<file path="src/rtl/uart_receiver.sv">
// UART receive stage: oversampled start/data/parity/stop recovery with a
// runtime frame format latched at the start of each frame.
module uart_receiver #(
  parameter int OVERSAMPLE = 16,
  parameter int CNT_W      = 4
) (
  input  logic       rx_tick,
  input  logic       rst_n,
  input  logic [1:0] parity_type,
  input  logic [3:0] data_bits,
  input  logic       stop_bits,
  input  logic       rx,
  output logic [7:0] data_out,
  output logic       rx_done,
  output logic       parity_err,
  output logic       frame_err
);

  // Handshake: rx_done is a one-cycle valid with no ready; data_out and the
  // error flags are stable from rx_done until the next rx_done or reset.
  typedef enum logic [2:0] {IDLE, START, DATA, PARITY, STOP, WAIT_IDLE} state_t;

  localparam logic [CNT_W-1:0] HALF = CNT_W'(OVERSAMPLE / 2 - 1);
  localparam logic [CNT_W-1:0] FULL = CNT_W'(OVERSAMPLE - 1);

  state_t           state, state_d;
  logic             sync1, rxs;
  logic [CNT_W-1:0] cnt;
  logic [2:0]       bit_idx;
  logic             stop_idx;
  logic [7:0]       shift;
  logic             par_en, par_odd, two_stop;
  logic [2:0]       last_bit;
  logic [2:0]       last_in;
  logic             par_bad, frm_bad, done_pend;
  logic             half_pt, full_pt, last_stop;

  assign half_pt   = (cnt == HALF);
  assign full_pt   = (cnt == FULL);
  assign last_stop = stop_idx || !two_stop;

  // Index of the last data bit after clamping data_bits into 5..8.
  always_comb begin
    last_in = 3'd7;
    if (data_bits < 4'd5)       last_in = 3'd4;
    else if (data_bits <= 4'd8) last_in = 3'(data_bits - 4'd1);
  end

  always_ff @(posedge rx_tick) begin
    if (!rst_n) state <= IDLE;
    else        state <= state_d;
  end

  always_comb begin
    state_d = state;
    case (state)
      IDLE:      if (!rxs) state_d = START;
      START:     if (half_pt) state_d = rxs ? IDLE : DATA;
      DATA:      if (full_pt && bit_idx == last_bit) state_d = par_en ? PARITY : STOP;
      PARITY:    if (full_pt) state_d = STOP;
      STOP:      if (full_pt && last_stop) state_d = rxs ? IDLE : WAIT_IDLE;
      WAIT_IDLE: if (rxs) state_d = IDLE;
      default:   state_d = IDLE;
    endcase
  end

  always_ff @(posedge rx_tick) begin
    if (!rst_n) begin
      sync1      <= 1'b1;
      rxs        <= 1'b1;
      cnt        <= '0;
      bit_idx    <= '0;
      stop_idx   <= 1'b0;
      shift      <= '0;
      par_en     <= 1'b0;
      par_odd    <= 1'b0;
      two_stop   <= 1'b0;
      last_bit   <= 3'd7;
      par_bad    <= 1'b0;
      frm_bad    <= 1'b0;
      done_pend  <= 1'b0;
      data_out   <= '0;
      rx_done    <= 1'b0;
      parity_err <= 1'b0;
      frame_err  <= 1'b0;
    end else begin
      sync1     <= rx;
      rxs       <= sync1;
      rx_done   <= 1'b0;
      done_pend <= 1'b0;
      // Results are published one cycle after the final stop sample.
      if (done_pend) begin
        rx_done    <= 1'b1;
        data_out   <= shift;
        parity_err <= par_bad;
        frame_err  <= frm_bad;
      end
      if (state == IDLE || (state == START && half_pt) || full_pt) cnt <= '0;
      else                                                         cnt <= cnt + CNT_W'(1);
      case (state)
        IDLE: begin
          shift    <= '0;
          bit_idx  <= '0;
          stop_idx <= 1'b0;
          par_bad  <= 1'b0;
          frm_bad  <= 1'b0;
          if (!rxs) begin
            par_en   <= (parity_type == 2'b01) || (parity_type == 2'b10);
            par_odd  <= (parity_type == 2'b10);
            two_stop <= stop_bits;
            last_bit <= last_in;
          end
        end
        DATA: if (full_pt) begin
          shift[bit_idx] <= rxs;
          bit_idx        <= bit_idx + 3'd1;
        end
        PARITY: if (full_pt) par_bad <= (^shift) ^ rxs ^ par_odd;
        STOP: if (full_pt) begin
          if (!rxs) frm_bad <= 1'b1;
          stop_idx <= 1'b1;
          if (last_stop) done_pend <= 1'b1;
        end
        default: ;
      endcase
    end
  end

endmodule

</file>
<file path="config.mk">
export PLATFORM = sky130hd
export DESIGN_NAME = uart_receiver
export DESIGN_NICKNAME = d
export VERILOG_FILES = /design/src/rtl/uart_receiver.sv
export SDC_FILE = /design/constraint.sdc
export NUM_CORES = 1
export LEC_CHECK = 0
export CORE_UTILIZATION = 50
export DETAILED_ROUTE_END_ITERATION = 8
export PLACE_DENSITY = 0.75
export SLEW_MARGIN = 25
export SYNTH_ARGS = -nofsm -noshare
export SYNTH_HDL_FRONTEND = slang
export SYNTH_SLANG_ARGS = --single-unit
</file>
<file path="constraint.sdc">
create_clock -name rx_tick -period 1.7 [get_ports rx_tick]
set_clock_uncertainty 0.15 [all_clocks]
set_input_delay 0.34 -clock rx_tick [delete_from_list [all_inputs] [get_ports rx_tick]]
set_output_delay 0.34 -clock rx_tick [all_outputs]
set_load 0.1 [all_outputs]
</file>
Yosys cells after proc, flatten, opt, wreduce, memory -nomap -nowiden
Index checks and enable logic that the tools add are counted.
- multiplexer cells: 28
- equal/unequal tests: 19
- bitwise logic cells: 4
- order comparisons: 4
- add/sub/neg operators: 3
- reductions and logical operators: 22
- operator list (kind ; number):
    2-to-1 mux 3 bit ; 11
    inequality test 2 bit, second input constant ; 9
    one-hot mux 3 bit (6 select lines) ; 1
    one-hot mux 8 bit (2 select lines) ; 1
    bitwise mux 8 bit ; 1
    2-to-1 mux 8 bit ; 1
    AND reduction 2 bit ; 4
    XOR reduction 8 bit ; 1
    2-to-1 mux 1 bit ; 7
    equality test 3 x 2 -> 1 bit, second input constant ; 2
    equality test 3 bit, second input constant ; 2
    one-hot mux 1 bit (2 select lines) ; 3
    one-hot mux 3 bit (2 select lines) ; 1
    AND reduction 3 bit ; 2
    AND reduction 6 bit ; 1
    nonzero test 2 bit ; 3
    adder 4 x 1 -> 4 bit, second input constant ; 1
    equality test 4 x 3 -> 1 bit, second input constant ; 1
    equality test 4 bit, second input constant ; 1
    <= comparator 4 bit, second input constant ; 1
    logical AND 1 bit ; 4
    logical OR 1 bit ; 4
    < comparator 3 x 4 -> 1 bit, second input constant ; 1
    < comparator 4 x 3 -> 1 bit, second input constant ; 1
    14 further kinds ; 16
- flip-flop bits (word level): 41

Longest topological paths before layout
- word-level depth: 7
- mapped depth: 7
- gate-level depth less buffers: 6

Worst setup path after synthesis
Ideal clock, no wire load.
- path kind: reg2reg
- start point: register cnt[0]
- end point: register shift[1]
- cell stages (with the launch flop): 8
- library setup time: 70 ps
- data required time: 1480 ps
- setup slack: -178 ps
- arrival: 1658 ps
- cell sequence: dfxtp_1 > ha_1 > nand3_4 > a211oi_2 > buf_4 > nand2_2 > or4_1 > a21boi_1
- longest elaborated chain between the ends: 3
- RTL lines (item ; RTL line ; text):
    from (decl) ; 28 ; logic [CNT_W-1:0] cnt;
    from (signal assigned) ; 99 ; else cnt <= cnt + CNT_W'(1);
    equality test 4 bit ; 39 ; assign full_pt = (cnt == FULL);
    inequality test 2 bit (no source line) ; n/a ;
    AND reduction 2 bit (no source line) ; n/a ;
    to (signal, indexed assignment) ; 115 ; shift[bit_idx] <= rxs;
    to (decl) ; 31 ; logic [7:0] shift;
Every way passes these cells.
A chain may end at the register's enable or synchronous reset.

Final worst setup path
- start point: register cnt[1]
- end point: register shift[0]
The elaborated chain is that of the path after synthesis.

==> summary.md <==
| Metric | Value |
|---|---|
| Capturing element type of the critical path | flip-flop |
| Final-report hold violation count | 0 |
| Type of the worst min-delay path | reg2reg |
| Final critical-path required period | around 1.9 ns |
| Most frequent cell after synthesis | dfxtp_1 |
| Total standard cell area after synthesis | roughly 2000 sq um |
| Synth area leaders | dfxtp_1 41%, mux2i_1 10%, nor2b_1 4.1%, nand2_1 3.6%, xnor2_1 3.1% |
| Wire per inst | 13.2 microns |
| Die outline width | roughly 65 microns |
| Startpoint type of the worst setup path | flip-flop |
| Core region area | roughly 3700 sq um |
| Ant. Diodes | 0 |
| Count of maximum capacitance violations | 0 |
| Number of buffers added on ports | 20 |
| Pins Over Slew Limit | 0 |
| Ranking of synthesized cells by instance count | 41 x dfxtp_1, 20 x mux2i_1, 19 x nand2_1, 13 x nor2b_1, 12 x nor2_1 |
| Area delta synth->final | 34.4% |
| Final weighted congestion in routability-driven placement | about 0.85 |
| Maximum fanout encountered on the critical timing path | 5 |
| Least-Margin Pin Slew | around 0.43 ns |
| Count of hold buffers inserted by post-cts repair | 0 |
| Routed wire length | approximately 4 mm |
| Final non-filler cell total | about 310 |
| Post-synthesis sequential element count | between 40 and 50 |
| DR vias | 1576 |
| Pin count of the biggest net entering global routing | 22 |
| Final period util | 1.09 |
| TritonCTS clock tree | yes |
| Number of setup violations in the final report | 6 |
| Rel. slew slack | 0.713 |
| Number of global-route vias before repair | 1617 |
| Total power draw | 1.89 mW |
| Net count after synthesis | between 200 and 250 |
| Initial antenna violation count | 0 |
| Fraction of layout cells with a size suffix above 1 | 0.233 |
| EDFF count, synth | 0 |
| Worst Path Class, Setup | reg2reg |
| CTS sink count | 41 |
| Combined global-route utilization of all metal layers | 0.213 |
| Top-area cell type share of the netlist area | 0.412 |
| Net count, final | 270 |
| Failing checks | negative setup slack |
| I/O Pins | 21 |
| Req. time, crit path | ~1.8 ns |
| Inserted Clock Buffers | 5 |
| Remaining antenna violation count after routing | 0 |
| Worst-case setup margin in the final layout | -0.159 ns |
| Post-synth cell types | 43 |
| First-pass GRT wire length | between 6 and 7 mm |
| Leading area contributor after synthesis | dfxtp_1 |
| Worst supply voltage drop on vdd | approximately 470 uV |
| Part of the Yosys area used for sequential elements | 0.412 |
| Unrepaired setup endpoints after global routing | yes |
| Placed wire-length estimate | about 2.9 mm |
| Cells after Synth | about 220 |
| Number of rows in the core area | 22 |
| Clock buffer depth | 2 |
| Clock insertion delay at the later pin of the skew report | ~0.30 ns |
| Top_reg_cell synth | dfxtp_1 |
| Clock tree root driver cell | clkbuf_8 |
| Fmax | approximately 540 MHz |
| Pwr per Cell Area | about 710 nW/um^2 |
| Effective utilization at floorplan | 0.532 |
| Number of optimization iterations in the first detailed-route pass | 4 |
| Remaining design rule violation count | 0 |
| Total congestion overflow | 0 |
| Die Y-Extent | around 65 microns |
| Accumulated negative setup slack | -0.395 ns |
| Overall die area | roughly 4200 sq um |
| Average cell area after synthesis | about 9.1 sq um |
| CTS clk-pin slew, worst paths | 0.08 ns |
| Async set-reset flop share out of synthesis | 0 |
| Critical Path AT | slightly below 2 ns |
| Depth of the CTS H-tree | 2 |
| Via-to-Cell Ratio | ~5.2 |
| Result of the run | complete, but fails checks |
| Leak | roughly 1.1 nW |
| Ys Warns | 0 |
| Dpl cells | 294 |
| Count of routing violations after the opening detailed-route iteration | 48 |
==> logic make-up (layout without fill, tap and decap cells) <==
kind of cell               Yosys count  count (layout)  synth area share
AOI/OAI and AO/OA                   29              29             0.101
xor gates and xnor gates            14              14            0.0685
adders and majority gates            4               4            0.0251
buffers and inverters               22              61            0.0459
DFF                                 41              41             0.412
muxes                               20              20             0.101
and+or+nand+nor                     88              88             0.247
==> area by class of cell <==
cell class	count	area (sq um)
clock buffers	7	86.3
clock inverters	1	30.0
fillers	291	1070
inverters	7	26.3
multi-input cells	155	1120
flip-flops and latches	41	827
well taps	48	60.1
repair buffers	46	522
==> state kept, by name (all words and copies together) (netlist names), 3 cells and up <==
register and cells:
state 3, data_out 8, bit_idx 3, cnt 4, shift 8, last_bit 3
==> where the power goes <==
group / switching [mW] / internal [mW] / leakage [nW]
Clock: 0.334 / 0.479 / 0.0585
Combinational: 0.0441 / 0.0581 / 0.659
Sequential: 0.00629 / 0.967 / 0.334
==> per-layer routing <==
metal / vias to the layer above / global-route usage / wire length, microns
met3: 12 / 0.0434 / 102
met1: 719 / 0.259 / 1930
li1: 814 / - / -
met4: 0 / 0.109 / 107
met5: - / 0 / 0
met2: 31 / 0.354 / 1880
==> through the flow <==
| stage | hold slack, ns | worst slack, ns | cell area [sq um] | util |
|---|---|---|---|---|
| 2_1_floorplan | 0.236 | -0.0309 | 2010 | - |
| 3_3_place_gp | 0.250 | -0.0988 | 2480 | 0.663 |
| 3_5_place_dp | 0.258 | -0.113 | 2480 | 0.663 |
| 4_1_cts | 0.277 | -0.101 | 2630 | 0.702 |
| 5_1_grt | 0.285 | -0.270 | 2680 | 0.715 |
| 6_report | 0.268 | -0.159 | 2680 | 0.715 |
==> worst max-delay path, cell delays in order, from the launching register on <==
cell and delay, ns:
dfxtp_2 0.36, ha_4 0.15, nand3_4 0.09, a211oi_4 0.23, nand2b_1 0.16, or4_1 0.50
a21boi_1 0.15
==> worst paths after layout <==
check	endpoint	from	slack, ns	cells past startpoint
worst min-delay path	rxs	sync1	0.27	1
worst min register to register	rxs	sync1	0.27	1
worst max register to register	shift[0]	cnt[1]	-0.16	6
worst max-delay path	shift[0]	cnt[1]	-0.16	6
==> timing repair <==
| action | 4_1_cts | 5_1_grt |
|---|---|---|
| setup buffers | 2 | 1 |
| endpoints found under the setup margin | 6 | 14 |
| endpoints found under the hold margin | 0 | 0 |
| gates resized for setup | 0 | 11 |
| pin swaps | 7 | 0 |
==> cells in the final DEF (no fill, tap or decap), types with 6 or more instances in the layout <==
cell             Yosys  final
dfxtp_1             41     36
buf_4                2     24
mux2i_1             20     20
nand2_1             19     19
nor2b_1             13     13
nor2_1              12     12
buf_12               0     12
and2_1               9      9
clkdlybuf4s50_1      0      9
nand2b_1             8      8
inv_1                7      7
xnor2_1              7      6
nand3_1              6      6
a21oi_1              6      6
xor2_1               6      6
clkbuf_8             0      6
No activity file was read; power rests on OpenSTA's default activity.
==> RTL edit 1, RTL diff (config.mk and constraints unchanged) <==
Register the output `data_out` once more; this adds one clock of latency there. The other outputs are not delayed to match. Comments in the files are not updated.
--- a/src/rtl/uart_receiver.sv
+++ b/src/rtl/uart_receiver.sv
@@ -22,6 +22,8 @@
 
   localparam logic [CNT_W-1:0] HALF = CNT_W'(OVERSAMPLE / 2 - 1);
   localparam logic [CNT_W-1:0] FULL = CNT_W'(OVERSAMPLE - 1);
+
+  logic [7:0] data_s0;
 
   state_t           state, state_d;
   logic             sync1, rxs;
@@ -79,7 +81,7 @@
       par_bad    <= 1'b0;
       frm_bad    <= 1'b0;
       done_pend  <= 1'b0;
-      data_out   <= '0;
+      data_s0    <= '0;
       rx_done    <= 1'b0;
       parity_err <= 1'b0;
       frame_err  <= 1'b0;
@@ -91,7 +93,7 @@
       // Results are published one cycle after the final stop sample.
       if (done_pend) begin
         rx_done    <= 1'b1;
-        data_out   <= shift;
+        data_s0    <= shift;
         parity_err <= par_bad;
         frame_err  <= frm_bad;
       end
@@ -126,5 +128,9 @@
     end
   end
 
+  always_ff @(posedge rx_tick) begin
+    data_out <= data_s0;
+  end
+
 endmodule
 
Formal check against the unedited RTL: same outputs for any inputs over 10 cycles, from zero or initial values and one cycle with rst_n low; that may be too few to reach the edited logic, so the function may still have changed.
==> RTL edit 1 against the original RTL <==
  * The run still ends with setup timing left
  * Critical path depth decreased by 1
  * Via count increased by 9.3%
  * Sequential cell count increased by 8
  * Design area increased by 10%
  * Synthesized area increased by 8.7%
  * Wire length increased by 15%
  * Global-route usage increased by 0.45 points
  * Sequential share of layout area increased by 2.7 points
  * Worst setup slack improved by 0.13 ns
  * Largest cell class unchanged
Power is not compared: it rests on default switching activity, and its combinational part moved more than twofold at a synthesized area within 25%.
==> RTL edit 1: results (changes against the original RTL) <==
status:
  outcome: "finished with violations"  # unchanged
  failed_checks: "setup timing"  # unchanged
route:
  wl_met3_um: 227  # was 102 um
  route.met2.wl_um: 2146  # was 1881 um
  drtIter0Drc: 92  # was 48
  drt_wl_total_um: 4637  # was 4016 um
  via_count: 1723  # was 1576
yosys:
  synthCells: 222  # was 218
  synth_xor_area_share_pct: 6.301  # was 6.851%
  netlist_top_cells_area: "dfxtp_1, mux2i_1, nor2b_1, nand2_1, xnor2_1"  # unchanged
  synth_nets: 236  # was 232
  muxShareOfSynthArea_pct: 8.786  # was 10.06%
  synth-compound-area-share_pct: 10.00  # was 10.06%
  seq_area_frac_synth_pct: 45.32  # was 41.23%
  synth_cell_type_count: 52  # was 43
  synthTopCellsByCount: "dfxtp_1, nand2_1, mux2i_1"  # was dfxtp_1, mux2i_1, nand2_1
setup_path:
  cp_data_arrival_time_ns: 1.81  # was 1.93 ns
  cp-startpoint: "shift[2]$_SDFFE_PN0P_"  # was cnt[1]$_SDFF_PP0_
  slowest_delay_ns: 0.43  # was 0.50 ns
  path_delay_family: "XOR/XNOR gates"  # was simple AND/OR/NAND/NOR gates
timing:
  worst_pin_slew_ns: 0.3395  # was 0.4256 ns
  tns_ns: -0.02496  # was -0.3946 ns
  setup_ws_ns: -0.02496  # was -0.1586 ns
  setup_viol: 1  # was 6
hold_path:
  min_from: "data_s0[4]$_SDFFE_PN0P_"  # was sync1$_SDFF_PN1_
  min_to: "data_out[4]$_DFF_P_"  # was rxs$_SDFF_PN1_
  hold_depth: 0  # was 1
place:
  dpl.cell_count: 302  # was 294
  dp_hpwl_um: 2919  # was 2869 um
  place_area_um2: 2649  # was 2484 um2
global_route:
  gr-usage-met2_pct: 34.16  # was 35.42%
  grt_pass1_vias: 1612  # was 1617
  met3_usage_pct: 5.236  # was 4.340%
  met1_usage_pct: 27.51  # was 25.89%
  grt_pass1_wl_um: 7293  # was 6900 um
final_layout:
  fillers: 294  # was 291
  drive_gt1_share_pct: 29.10  # was 23.35%
  reg_top3: "data_out: 8 flops, data_s0: 8 flops, shift: 8 flops"  # was data_out: 8 flops, shift: 8 flops, cnt: 4 flops
  final_cell_count_no_fill: 318  # was 305
  final_nets: 281  # was 270
[RTL edit 1: changes by cell type after synthesis, sizes merged, moves of 4 or more]
cell	unedited run	this run
and2	9	5
nor2	13	17
nand2b	8	3
clkbuf	11	5
and3	1	5
a21oi	6	1
dfxtp	41	49
[RTL edit 1: final cells by class]
cell class	instances	area (um2)	share of cell area (%)
Multi-Input combinational cell	156	1224	41.49
Sequential cell	49	992.2	33.64
Timing Repair Buffer	50	535.5	18.16
Clock buffer	7	86.33	2.927
Tap cell	50	62.56	2.121
Clock inverter	1	30.03	1.018
Inverter	5	18.77	0.6364
[RTL edit 1: what timing repair did]
item	in CTS	in global routing
setup endpoints to repair	12	12
buffers inserted	2	6
pin swaps	8	11
gates resized for setup	12	15
[RTL edit 1: where the power goes]
part | switching [mW] | leakage [nW] | internal [mW]
Sequential | 0.0468 | 0.400 | 1.20
Combinational | 0.494 | 0.694 | 0.419
Clock | 0.372 | 0.0585 | 0.480
==> RTL edit 2, RTL diff (same flow settings) <==
Without the edit above. `OVERSAMPLE`: 16 -> 12.
--- a/src/rtl/uart_receiver.sv
+++ b/src/rtl/uart_receiver.sv
@@ -1,7 +1,7 @@
 // UART receive stage: oversampled start/data/parity/stop recovery with a
 // runtime frame format latched at the start of each frame.
 module uart_receiver #(
-  parameter int OVERSAMPLE = 16,
+  parameter int OVERSAMPLE = 12,
   parameter int CNT_W      = 4
 ) (
   input  logic       rx_tick,
Formal check against the unedited RTL: same outputs for any inputs over 10 cycles, from zero or initial values and one cycle with rst_n low; that may be too few to reach the edited logic, so the function may still have changed.
==> RTL edit 2 against the original RTL <==
  * Design area decreased by 0.23%
  * Worst setup slack improved by 0.18 ns
  * Synthesized area increased by 3.6%
  * Total power decreased by 6.9%
  * Non-clock buffer count decreased by 6
  * Wire length increased by 3.3%
  * Sequential cell count unchanged
  * Combinational power increased by 40%
  * Largest power group unchanged
==> RTL edit 2: results (changes against the original RTL) <==
setup_path:
  slowest_delay_ns: 0.34  # was 0.50 ns
  endpoint: "shift[4]$_SDFFE_PN0P_"  # was shift[0]$_SDFFE_PN0P_
  cp-startpoint: "cnt[1]$_SDFF_PP0_"  # unchanged
  reg2reg_setup_slack_ns: 0.03  # was -0.16 ns
  cp_data_arrival_time_ns: 1.75  # was 1.93 ns
  critPathSlowestCell: "dfxtp_2"  # was or4_1
timing:
  fin_hold_ws_ns: 0.2696  # was 0.2678 ns
  worst_pin_slew_ns: 0.3970  # was 0.4256 ns
  max_freq_ghz: 0.5973  # was 0.5380 GHz
  tns_ns: 0  # was -0.3946 ns
yosys:
  synth-compound-area-share_pct: 14.08  # was 10.06%
  synth_nets: 234  # was 232
  synthCells: 219  # was 218
  synth_fa_ha_area_share_pct: 3.034  # was 2.514%
  synth_xor_area_share_pct: 6.614  # was 6.851%
  netlist_top_cells_area: "dfxtp_1, mux2i_1, nor2b_1, nand2_1, xnor2_1"  # unchanged
  synth_cell_type_count: 47  # was 43
  synthTopCellsByCount: "dfxtp_1, nand2_1, mux2i_1"  # was dfxtp_1, mux2i_1, nand2_1
  seq_area_frac_synth_pct: 39.81  # was 41.23%
  postSynth.asyncResetShare_pct: 0  # unchanged
  muxShareOfSynthArea_pct: 8.252  # was 10.06%
  yosys_warnings: 0  # unchanged
final_layout:
  final_nets: 268  # was 270
  final_cell_count_no_fill: 301  # was 305
  reg_top3: "data_out: 8 flops, shift: 8 flops, cnt: 4 flops"  # unchanged
  drive_gt1_share_pct: 21.34  # was 23.35%
pwr:
  power.leakage_nw: 0.9935  # was 1.051 nW
  power_mw: 1.758  # was 1.889 mW
  vdd_ir_drop_max_v: 0.0005001  # was 0.0004683 V
clock_network:
  cts-root-buf: "clkbuf_8"  # unchanged
  numCtsBuffers: 5  # unchanged
  clk_latency_ns: 0.28  # was 0.30 ns
route:
  drtIter0Drc: 71  # was 48
  dr.pass1.iters: 4  # unchanged
  via_count: 1623  # was 1576
  drt_wl_total_um: 4149  # was 4016 um
place:
  place_area_um2: 2535  # was 2484 um2
  numPortBuffers: 20  # unchanged
  dp_worst_setup_slack_ns: -0.02378  # was -0.1129 ns
  gp_congestion: 0.8197  # was 0.8486
  dp_hpwl_um: 2888  # was 2869 um
global_route:
  grt_max_degree: 40  # was 22
  grt_pass1_vias: 1501  # was 1617
  track_usage_pct: 20.81  # was 21.28%
hold_path:
  min_from: "sync1$_SDFF_PN1_"  # unchanged
  hp-class: "reg2reg"  # unchanged
status:
  outcome: "finished clean"  # was finished with violations
==> RTL edit 2: routing by layer <==
| layer | vias up | track usage (%) | wire length (um) |
|---|---|---|---|
| met2 | 32 | 33.04 | 2028 |
| met4 | 0 | 6.915 | 37 |
| met1 | 766 | 27.91 | 1940 |
| met3 | 4 | 4.310 | 143 |
| met5 | - | 0 | 0 |
| li1 | 821 | - | - |
==> RTL edit 2: area by class of cell <==
class / count / area, um2
multi-input combinational: 155 / 1170
timing repair buffer: 40 / 489.2
tap: 48 / 60.06
fill: 310 / 1130
inverter: 10 / 37.54
clock buffer: 7 / 86.33
sequential: 41 / 825.8
==> RTL edit 2: timing repair <==
item                       4_1_cts  5_1_grt
pin swaps                        0        3
hold endpoints to repair         0        0
setup endpoints to repair        6       14
buffers inserted                 0        0
resized for setup                2       12
hold buffers                     0        0
==> RTL edit 2: power breakdown <==
group	switching [mW]	internal [mW]	leakage [nW]
registers	0.0123	0.971	0.333
clock network	0.309	0.322	0.0443
logic	0.0657	0.0778	0.616
